$ cat config.mk
export PLATFORM = sky130hd
export DESIGN_NAME = ysyx_23060201_mem_arbiter
export DESIGN_NICKNAME = d
export VERILOG_FILES = /design/src/rtl/ysyx_23060201_mem_arbiter_pkg.sv /design/src/rtl/ysyx_23060201_arb_pick.sv /design/src/rtl/ysyx_23060201_mem_arbiter.sv
export SDC_FILE = /design/constraint.sdc
export NUM_CORES = 1
export LEC_CHECK = 0
export ABC_AREA = 0
export BUFFER_PORTS_ARGS = -buffer_cell sky130_fd_sc_hd__buf_4
export CAP_MARGIN = 20
export CORE_AREA = 10 10 135 137
export CTS_CLUSTER_DIAMETER = 150
export DETAILED_ROUTE_END_ITERATION = 8
export DIE_AREA = 0 0 145 147
export GPL_TIMING_DRIVEN = 0
export PLACE_DENSITY = 0.77
export SLEW_MARGIN = 20
export SYNTH_ARGS = -nofsm -noshare
export SYNTH_HDL_FRONTEND = slang
export SYNTH_HIERARCHICAL = 1
export SYNTH_SLANG_ARGS = --single-unit
$ cat constraint.sdc
create_clock -name clk -period 1.8 [get_ports clk]
set_input_delay 0.09 -clock clk [delete_from_list [all_inputs] [get_ports clk]]
set_output_delay 0.09 -clock clk [all_outputs]
set_load 0.01 [all_outputs]
$ cat src/rtl/ysyx_23060201_mem_arbiter_pkg.sv
// Shared constants for the IFU/LSU memory-port arbiter.
package ysyx_23060201_mem_arbiter_pkg;

    localparam int unsigned AW_DEF         = 32;
    localparam int unsigned DW_DEF         = 32;
    localparam int unsigned STARVE_MAX_DEF = 4;
    localparam int unsigned TIMEOUT_DEF    = 255;

    localparam int unsigned TMO_W    = 8;
    localparam int unsigned STARVE_W = 4;

    typedef enum logic [1:0] {
        IDLE  = 2'd0,
        SREQ  = 2'd1,
        SRESP = 2'd2,
        MRESP = 2'd3
    } state_t;

    localparam logic M_IFU = 1'b0;
    localparam logic M_LSU = 1'b1;

endpackage

$ cat src/rtl/ysyx_23060201_arb_pick.sv
// Fixed-priority (LSU over IFU) selector; a saturated starvation count hands the win to the IFU.
module ysyx_23060201_arb_pick
    import ysyx_23060201_mem_arbiter_pkg::*;
#(
    parameter int unsigned STARVE_MAX = STARVE_MAX_DEF
) (
    input  logic                m0_valid,
    input  logic                m1_valid,
    input  logic [STARVE_W-1:0] starve_cnt,
    output logic                grant_c,
    output logic                grant_valid_c
);

    localparam logic [STARVE_W-1:0] STARVE_LIM = STARVE_W'(STARVE_MAX);

    logic force_m0;

    always_comb begin
        force_m0      = m0_valid && (starve_cnt == STARVE_LIM);
        grant_valid_c = m0_valid || m1_valid;
        grant_c       = (m1_valid && !force_m0) ? M_LSU : M_IFU;
    end

endmodule

$ cat src/rtl/ysyx_23060201_mem_arbiter.sv
// Shares one memory port between IFU (m0) and LSU (m1) with a single outstanding
// transaction, a starvation guard for the IFU and a slave-response watchdog.
module ysyx_23060201_mem_arbiter
    import ysyx_23060201_mem_arbiter_pkg::*;
#(
    parameter int unsigned AW         = AW_DEF,
    parameter int unsigned DW         = DW_DEF,
    parameter int unsigned STARVE_MAX = STARVE_MAX_DEF,
    parameter int unsigned TIMEOUT    = TIMEOUT_DEF
) (
    input  logic            clk,
    input  logic            rst,

    input  logic            m0_req_valid,
    output logic            m0_req_ready,
    input  logic [AW-1:0]   m0_addr,
    output logic            m0_resp_valid,
    input  logic            m0_resp_ready,
    output logic [DW-1:0]   m0_rdata,
    output logic            m0_err,

    input  logic            m1_req_valid,
    output logic            m1_req_ready,
    input  logic [AW-1:0]   m1_addr,
    input  logic            m1_wen,
    input  logic [DW-1:0]   m1_wdata,
    input  logic [DW/8-1:0] m1_wmask,
    output logic            m1_resp_valid,
    input  logic            m1_resp_ready,
    output logic [DW-1:0]   m1_rdata,
    output logic            m1_err,

    output logic            s_req_valid,
    input  logic            s_req_ready,
    output logic [AW-1:0]   s_addr,
    output logic            s_wen,
    output logic [DW-1:0]   s_wdata,
    output logic [DW/8-1:0] s_wmask,
    input  logic            s_resp_valid,
    input  logic [DW-1:0]   s_rdata,

    output logic            busy
);

    localparam logic [TMO_W-1:0]    TMO_LAST   = TMO_W'(TIMEOUT - 1);
    localparam logic [STARVE_W-1:0] STARVE_LIM = STARVE_W'(STARVE_MAX);

    state_t              state_q,  state_d;
    logic                grant_q,  grant_d;
    logic [STARVE_W-1:0] starve_q, starve_d;
    logic [TMO_W-1:0]    tmo_q,    tmo_d;
    logic [AW-1:0]       addr_q,   addr_d;
    logic                wen_q,    wen_d;
    logic [DW-1:0]       wdata_q,  wdata_d;
    logic [DW/8-1:0]     wmask_q,  wmask_d;
    logic [DW-1:0]       rdata_q,  rdata_d;
    logic                err_q,    err_d;

    logic pick_grant_c;
    logic pick_valid_c;
    logic resp_ack;

    ysyx_23060201_arb_pick #(
        .STARVE_MAX (STARVE_MAX)
    ) u_pick (
        .m0_valid      (m0_req_valid),
        .m1_valid      (m1_req_valid),
        .starve_cnt    (starve_q),
        .grant_c       (pick_grant_c),
        .grant_valid_c (pick_valid_c)
    );

    // State and transaction registers
    always_ff @(posedge clk or negedge rst) begin
        if (!rst) begin
            state_q  <= IDLE;
            grant_q  <= M_IFU;
            starve_q <= '0;
            tmo_q    <= '0;
            addr_q   <= '0;
            wen_q    <= 1'b0;
            wdata_q  <= '0;
            wmask_q  <= '0;
            rdata_q  <= '0;
            err_q    <= 1'b0;
        end else begin
            state_q  <= state_d;
            grant_q  <= grant_d;
            starve_q <= starve_d;
            tmo_q    <= tmo_d;
            addr_q   <= addr_d;
            wen_q    <= wen_d;
            wdata_q  <= wdata_d;
            wmask_q  <= wmask_d;
            rdata_q  <= rdata_d;
            err_q    <= err_d;
        end
    end

    assign resp_ack = (grant_q == M_IFU) ? m0_resp_ready : m1_resp_ready;

    // Next-state, payload capture, starvation and watchdog logic
    always_comb begin
        state_d      = state_q;
        grant_d      = grant_q;
        starve_d     = starve_q;
        tmo_d        = tmo_q;
        addr_d       = addr_q;
        wen_d        = wen_q;
        wdata_d      = wdata_q;
        wmask_d      = wmask_q;
        rdata_d      = rdata_q;
        err_d        = err_q;
        m0_req_ready = 1'b0;
        m1_req_ready = 1'b0;

        unique case (state_q)
            IDLE: begin
                tmo_d = '0;
                if (!m0_req_valid) begin
                    starve_d = '0;
                end
                if (pick_valid_c) begin
                    grant_d = pick_grant_c;
                    state_d = SREQ;
                    if (pick_grant_c == M_LSU) begin
                        m1_req_ready = rst;
                        addr_d       = m1_addr;
                        wen_d        = m1_wen;
                        wdata_d      = m1_wdata;
                        wmask_d      = m1_wmask;
                        if (m0_req_valid && (starve_q != STARVE_LIM)) begin
                            starve_d = starve_q + STARVE_W'(1);
                        end
                    end else begin
                        m0_req_ready = rst;
                        addr_d       = m0_addr;
                        wen_d        = 1'b0;
                        wdata_d      = '0;
                        wmask_d      = '0;
                        starve_d     = '0;
                    end
                end
            end
            SREQ: begin
                tmo_d = tmo_q + TMO_W'(1);
                if (s_req_ready) begin
                    state_d = SRESP;
                    tmo_d   = '0;
                end else if (tmo_q == TMO_LAST) begin
                    rdata_d = '0;
                    err_d   = 1'b1;
                    state_d = MRESP;
                end
            end
            SRESP: begin
                tmo_d = tmo_q + TMO_W'(1);
                if (s_resp_valid) begin
                    rdata_d = s_rdata;
                    err_d   = 1'b0;
                    state_d = MRESP;
                end else if (tmo_q == TMO_LAST) begin
                    rdata_d = '0;
                    err_d   = 1'b1;
                    state_d = MRESP;
                end
            end
            MRESP: begin
                if (resp_ack) begin
                    state_d = IDLE;
                end
            end
            default: state_d = IDLE;
        endcase
    end

    // Response data is only exposed to the master that owns the transaction
    assign s_req_valid   = (state_q == SREQ);
    assign s_addr        = addr_q;
    assign s_wen         = wen_q;
    assign s_wdata       = wdata_q;
    assign s_wmask       = wmask_q;
    assign busy          = (state_q != IDLE);
    assign m0_resp_valid = (state_q == MRESP) && (grant_q == M_IFU);
    assign m1_resp_valid = (state_q == MRESP) && (grant_q == M_LSU);
    assign m0_rdata      = m0_resp_valid ? rdata_q : '0;
    assign m1_rdata      = m1_resp_valid ? rdata_q : '0;
    assign m0_err        = m0_resp_valid && err_q;
    assign m1_err        = m1_resp_valid && err_q;

endmodule

==> reports/metrics.cfg, run 1 <==
[run_status]
status = complete, but fails checks
violations = hold timing, setup timing

[critical_path]
worst_path_max_delay_cell = dfrtp_1
arrival_ns = 1.78
crit_type = reg -> out
required_ns = 1.71
cp-end-kind = primary output
start_kind = flip-flop
max_stage_delay_ns = 0.41
cp_max_fo = 10
crit_chain = ha_2 > nor2b_4 > buf_12 > buf_8 > and2_1 > buf_4

[route]
ant_nets = 0
post-route-drc-count = 0
via_per_inst = 4.99
vias = 6477
firstDrtPassIters = 5
wl_per_cell_um = 19.5
drtIter0Drc = 342
routed_wirelength_mm = 25.3

[clocking]
cts_buffer_depth = 2
clkSlewWorstSetupHoldPaths_ns = 0.05
clock-sinks = 117
htreeDepth = 4
clock_latency_ns = 0.41
cts_root_buf = clkbuf_16
cts_buffers = 17
cts_tree = built

[timing]
finalCritPeriodShare = 1.04
rsz0062_at_grt = true
max_slew_margin = 0.608
setup_violations = 35
timing.hold.ws_ns = -0.356
maxSlewViolCount = 0
skew_ns = 0.00721
worstMarginPinSlew_ns = 0.589
finalHoldViolCount = 57
period_needed_ns = 1.87
fmax_ghz = 0.536
fin_ws_ns = -0.0654

[floorplanning]
dieHeight_um = 147
die_area_sq_mm = 0.0213
pin_count = 282
fp-row-count = 46
core-area_sq_mm = 0.0156
initial_core_util = 0.372
die_x_um = 145

[place]
hpwlAfterDp_mm = 16.0
gp_congestion = 0.868
placedCellCount = 1124
io_buffer_count = 281
place_area_sq_mm = 0.00822

[global_routing]
track_usage = 0.222
grt_pass1_vias = 6891
grt_pass1_wl_mm = 37.9
grt_max_degree = 62
grt_antenna_before_repair = 1
overflow = 0

[logic_synthesis]
synth_fa_ha_area_frac = 0.0172
async_reset_ff_frac = 1.00
synth_top_family_by_area = simple AND/OR/NAND/NOR gates
syn_nets = 775
ys.flop_type = dfrtp_1
netlist_area_sq_mm = 0.00581
netlist_instances = 626
synthTopCellsByArea = dfrtp_1 50%, nand2_1 12%, mux2i_1 5.9%
synth_xor_area_frac = 0.00603
syn_area_per_cell_sq_um = 9.28
synth_largest_area_cell = dfrtp_1
synth-compound-area-share = 0.107
yosys-mux-area-fraction = 0.0625
synth-simple-area-share = 0.253
synth-warning-count = 6
ys_types = 42
synth_seq_cells = 117
synth_edf_count = 0
synth_top_area_share = 0.504
ys_seq_area_frac = 0.504

[power]
total_power_uw = 14400
swShare = 0.356
p_clk_frac = 0.266
power.switching_uw = 5110
p_per_area_mw_per_mm2 = 1330
pwr-share-comb = 0.412
ir_drop_mv = 0.903
p_int_uw = 9250
leakage_uw = 0.00552
seqPwrFrac = 0.322

[cells_and_area]
register_area_sq_mm = 0.00293
multi_input_area_sq_mm = 0.00275
nNetsFinal = 1218
layout.cells.non_filler = 1299
fill_cells = 1049
stdcell_area_sq_mm = 0.0108
layout-drive-gt1-share = 0.420
syn2layout_area_growth_pct = 85.4

[flow_run]
maxCapViolCount = 0

[min_path]
hp-class = in -> async

## placed cells by master (no fill, tap or decap), types with 2 or more instances in the layout
cell type / n
a21o_1: 2
a21oi_1: 5
a21oi_2: 30
a22o_1: 4
and2_1: 5
and2_4: 30
and3_1: 36
buf_12: 4
buf_2: 5
buf_4: 269
buf_6: 36
buf_8: 5
bufinv_16: 5
clkbuf_1: 8
clkbuf_16: 21
clkbuf_2: 11
clkbuf_4: 2
clkbuf_8: 8
clkinvlp_4: 2
dfrtp_1: 116
dlygate4sd3_1: 125
ha_1: 4
ha_2: 2
ha_4: 2
inv_1: 6
inv_2: 2
mux2_2: 2
mux2i_1: 30
mux2i_2: 3
nand2_1: 178
nand3_1: 41
nor2_1: 8
nor2_2: 4
nor2b_1: 4
o21ai_0: 29
o21ai_1: 8
o21bai_1: 2
o32ai_1: 2
xnor2_1: 3
## logic make-up (layout without fill, tap and decap cells)
| family | Yosys count | count (layout) |
|---|---|---|
| AND/OR/NAND/NOR | 317 | 317 |
| flip-flops | 117 | 117 |
| AO/OA/AOI/OAI | 90 | 90 |
| buffers and inverters | 54 | 510 |
| multiplexers | 36 | 36 |
| adder cells (fa/ha/maj) | 8 | 8 |
| XOR/XNOR | 4 | 4 |
| other | 0 | 1 |
## area by class of cell
type                       count  share of cell area
antenna                        1            0.000232
sequential                   117               0.272
clock buffer                  25              0.0470
tap                          216              0.0251
clock inverter                 7              0.0153
multi-input combinational    455               0.255
inverter                       8             0.00279
timing repair buffer         425               0.343
buffer                        45              0.0387
## critical path, delay by kind of cell (launching register included)
kind	cells	cell delay, ns
DFF	1	0.41
buffers and inverters	3	0.40
and+or+nand+nor	2	0.33
adders and majority gates	1	0.22
## cell usage after synthesis (all sizes together), types with 2 or more instances
cell type	count
a21o	3
a21oi	36
a22o	4
and2	35
and3	37
buf	21
clkbuf	25
dfrtp	117
ha	8
inv	8
mux2	2
mux2i	34
nand2	179
nand3	41
nor2	12
nor2b	5
o21ai	38
o21bai	2
o32ai	2
xnor2	3
## metrics by stage
stage | util | TNS, ns | setup WS [ns] | hold WS (ns)
after floorplan | - | 0 | 0.260 | -0.206
after global placement | 0.525 | -1.28 | -0.121 | 0.319
after detailed placement | 0.527 | -2.04 | -0.122 | 0.0935
after CTS | 0.661 | -0.519 | -0.0971 | -0.339
after global routing | 0.690 | -4.27 | -0.130 | -0.331
final | 0.690 | -0.883 | -0.0654 | -0.356
## repair_timing
action	CTS	global route
gates cloned	0	3
hold buffers	124	1
setup endpoints to repair	152	163
pin swaps	1	2
endpoints found under the hold margin	154	58
resized for setup	46	111
setup buffers	5	10
## final timing paths
check | endpoint | slack, ns | startpoint | cells after the start
worst max register to register | s_addr[14] | 0.05 | starve_q[3] | 7
worst max-delay path | m0_rdata[2] | -0.07 | state_q[1] | 6
min in group clk | s_addr[10] | 0 | m0_addr[10] | 3
max in group asynchronous | s_wdata[4] | 1.44 | rst | 2
worst min-delay path | rdata_q[10] | -0.36 | rst | 1
worst min register to register | s_wmask[1] | 0.46 | s_wmask[1] | 2
## per-layer routing
metal,GRT usage,vias up,share of wire
met2,0.365,350,0.49
met3,0.0897,57,0.10
met5,0,-,0
met4,0.0914,0,0.029
li1,-,2978,-
met1,0.251,3092,0.38
## sequential cells by signal, indices dropped and copies added, names as in the netlist
| signal | count |
|---|---|
| tmo_q | 8 |
| grant_q | 1 |
| s_wen | 1 |
| s_wdata | 32 |
| state_q | 2 |
| rdata_q | 32 |
| err_q | 1 |
| s_addr | 32 |
| starve_q | 4 |
| s_wmask | 4 |
## power groups by stage
stage          clock network (uW)  logic, uW  registers (uW)
2_1_floorplan                   0       2190            4720
3_5_place_dp                    0       5000            4530
3_3_place_gp                    0       4890            4470
4_1_cts                      3870       5390            4520
6_report                     3810       5920            4630
5_1_grt                      4000       6430            4740
Note: power is estimated with default switching activity, not from simulation.
==> inputs of run 2 (changes only) <==
--- a/config.mk
+++ b/config.mk
@@ -8,10 +8,10 @@
 export ABC_AREA = 0
 export BUFFER_PORTS_ARGS = -buffer_cell sky130_fd_sc_hd__buf_4
 export CAP_MARGIN = 20
-export CORE_AREA = 10 10 135 137
+export CORE_AREA = 10 10 99 188
 export CTS_CLUSTER_DIAMETER = 150
 export DETAILED_ROUTE_END_ITERATION = 8
-export DIE_AREA = 0 0 145 147
+export DIE_AREA = 0 0 109 198
 export GPL_TIMING_DRIVEN = 0
 export PLACE_DENSITY = 0.77
 export SLEW_MARGIN = 20
==> reports/metrics.cfg, run 2 (same netlist as run 1, synthesis figures left out) <==
[cells_and_area]
layout.cells.non_filler = 1289  ; -0.77%
nNetsFinal = 1220  ; +0.16%
syn2layout_area_growth_pct = 83.8
final_common_cell = buf_4
mostFrequentLayoutCells = 281 x buf_4, 178 x nand2_1, 124 x dlygate4sd3_1, 117 x dfrtp_1, 41 x nand3_1
layout-drive-gt1-share = 0.408  ; -0.0118
stdcell_area_sq_mm = 0.0107  ; -0.81%

[clocking]
clock_latency_ns = 0.41  ; about the same
cts_root_buf = clkbuf_16
cts_buffers = 17  ; unchanged
htreeDepth = 4  ; unchanged
clock-sinks = 117  ; unchanged
cts_buffer_depth = 2  ; unchanged
clkSlewWorstSetupHoldPaths_ns = 0.06  ; about the same
cts_tree = built

[run_status]
violations = hold timing, setup timing
status = complete, but fails checks

[min_path]
holdPathStages = 3
hold_path_end = s_addr[14]
hp-class = in -> reg
min_from = m1_addr[14]

[timing]
fin_ws_ns = -0.0535  ; +0.0120 ns
max_slew_margin = 0.673  ; +0.0653
fmax_ghz = 0.540  ; +0.64%
finalHoldViolCount = 2  ; -96%
skew_ns = 0.00966  ; +0.00245 ns
period_needed_ns = 1.85  ; -0.0120 ns
maxSlewViolCount = 0  ; unchanged
rsz0062_at_grt = true
setup_violations = 26  ; -26%
finalCritPeriodShare = 1.03  ; -0.00664
worstMarginPinSlew_ns = 0.491  ; -0.0980 ns
timing.hold.ws_ns = -0.00661  ; +0.350 ns

[critical_path]
arrival_ns = 1.76  ; -0.02 ns
cp-end-kind = primary output
required_ns = 1.71  ; about the same
reg2reg_slack_ns = 0.03  ; -0.02 ns
cp_max_fo = 5  ; -5
start_kind = flip-flop
reg2reg_from = starve_q[3]
crit_type = reg -> out
r2r_cells = 7  ; unchanged
r2r_end = s_addr[24]

[floorplanning]
die_x_um = 109  ; -25%
core-area_sq_mm = 0.0157  ; +0.63%
initial_core_util = 0.370  ; -0.00234
fp-row-count = 65  ; +41%
pin_count = 282  ; unchanged
die_area_sq_mm = 0.0216  ; +1.3%
dieHeight_um = 198  ; +35%

[route]
drtIter0Drc = 191  ; -44%
firstDrtPassIters = 4  ; -1
vias = 6306  ; -2.6%
post-route-drc-count = 0  ; unchanged
ant_nets = 0  ; unchanged
via_per_inst = 4.89  ; -1.9%
wl_per_cell_um = 18.8  ; -3.5%
routed_wirelength_mm = 24.3  ; -4.2%

[place]
hpwlAfterDp_mm = 16.2  ; +1.3%
placedCellCount = 1109  ; -1.3%
io_buffer_count = 281  ; unchanged
place_area_sq_mm = 0.00820  ; -0.23%
gp_congestion = 0.813  ; -6.3%

[global_routing]
grt_max_degree = 73  ; +18%
track_usage = 0.212  ; -0.00991
overflow = 0  ; unchanged
grt_antenna_before_repair = 2  ; +1
grt_pass1_vias = 6832  ; -0.86%
grt_pass1_wl_mm = 35.4  ; -6.7%

[power]
leakage_uw = 0.00548  ; -0.64%
p_per_area_mw_per_mm2 = 1330  ; -0.60%
ir_drop_mv = 0.957  ; +5.9%

[flow_run]
maxCapViolCount = 0  ; unchanged

[run 2: what timing repair did]
action                                  CTS  global route
setup buffers                             9             8
hold buffers                            125             0
gates cloned                              0             3
resized for setup                        56            66
endpoints found under the setup margin  154           169
hold endpoints to repair                143             0
pin swaps                                 2             6
[run 2: cell type report]
| class | instances | area [sq um] |
|---|---|---|
| plain buffers | 45 | 414 |
| fillers | 1136 | 5020 |
| repair buffers | 427 | 3680 |
| clock buffers | 20 | 467 |
| well taps | 201 | 251 |
| diodes | 4 | 10.0 |
| flip-flops and latches | 117 | 2930 |
| multi-input cells | 455 | 2700 |
| clock inverters | 12 | 200 |
| inverters | 8 | 30.0 |
[run 2: how the worst max path moves through the flow]
stage,end,cells past startpoint,from
after detailed placement,m0_req_ready,8,state_q[0]
final,m0_req_ready,6,starve_q[3]
after global routing,m0_rdata[5],6,state_q[0]
after global placement,m0_req_ready,8,state_q[0]
after CTS,m1_req_ready,6,starve_q[3]
after floorplan,rdata_q[10],8,state_q[1]
[run 2: critical path, stage by stage (launching register included)]
cell and delay [ns]:
dfrtp_1 0.38, nand3b_1 0.16, o31a_1 0.28, buf_6 0.15, clkbuf_16 0.15, nor2_4 0.12
buf_6 0.11
[run 2: metrics by stage]
stage                     total power [uW]  worst slack (ns)  hold WS (ns)  setup TNS (ns)   util
final                                14200           -0.0535      -0.00661          -0.348  0.680
after global routing                 15000            -0.120        0.0154           -5.92  0.680
after CTS                            13900            -0.111      0.000682           -1.21  0.661
after detailed placement              9560            -0.190        0.0534           -3.76  0.522
after global placement                9390            -0.212         0.319          -0.595  0.520
after floorplan                       6910             0.260        -0.206               0      -
[run 2: routing by layer]
layer	track usage	share of wire	vias to the layer above	wire length, um
li1	-	-	2974	-
met5	0	0	-	0
met4	0.131	0.055	0	1340
met1	0.199	0.33	2996	7980
met3	0.0593	0.063	82	1520
met2	0.386	0.55	254	13400
[run 2: where the power goes]
part           switching [uW]  internal, uW
Combinational            3040          2790
Clock                    1250          2560
Sequential                746          3770
Total                    5030          9130
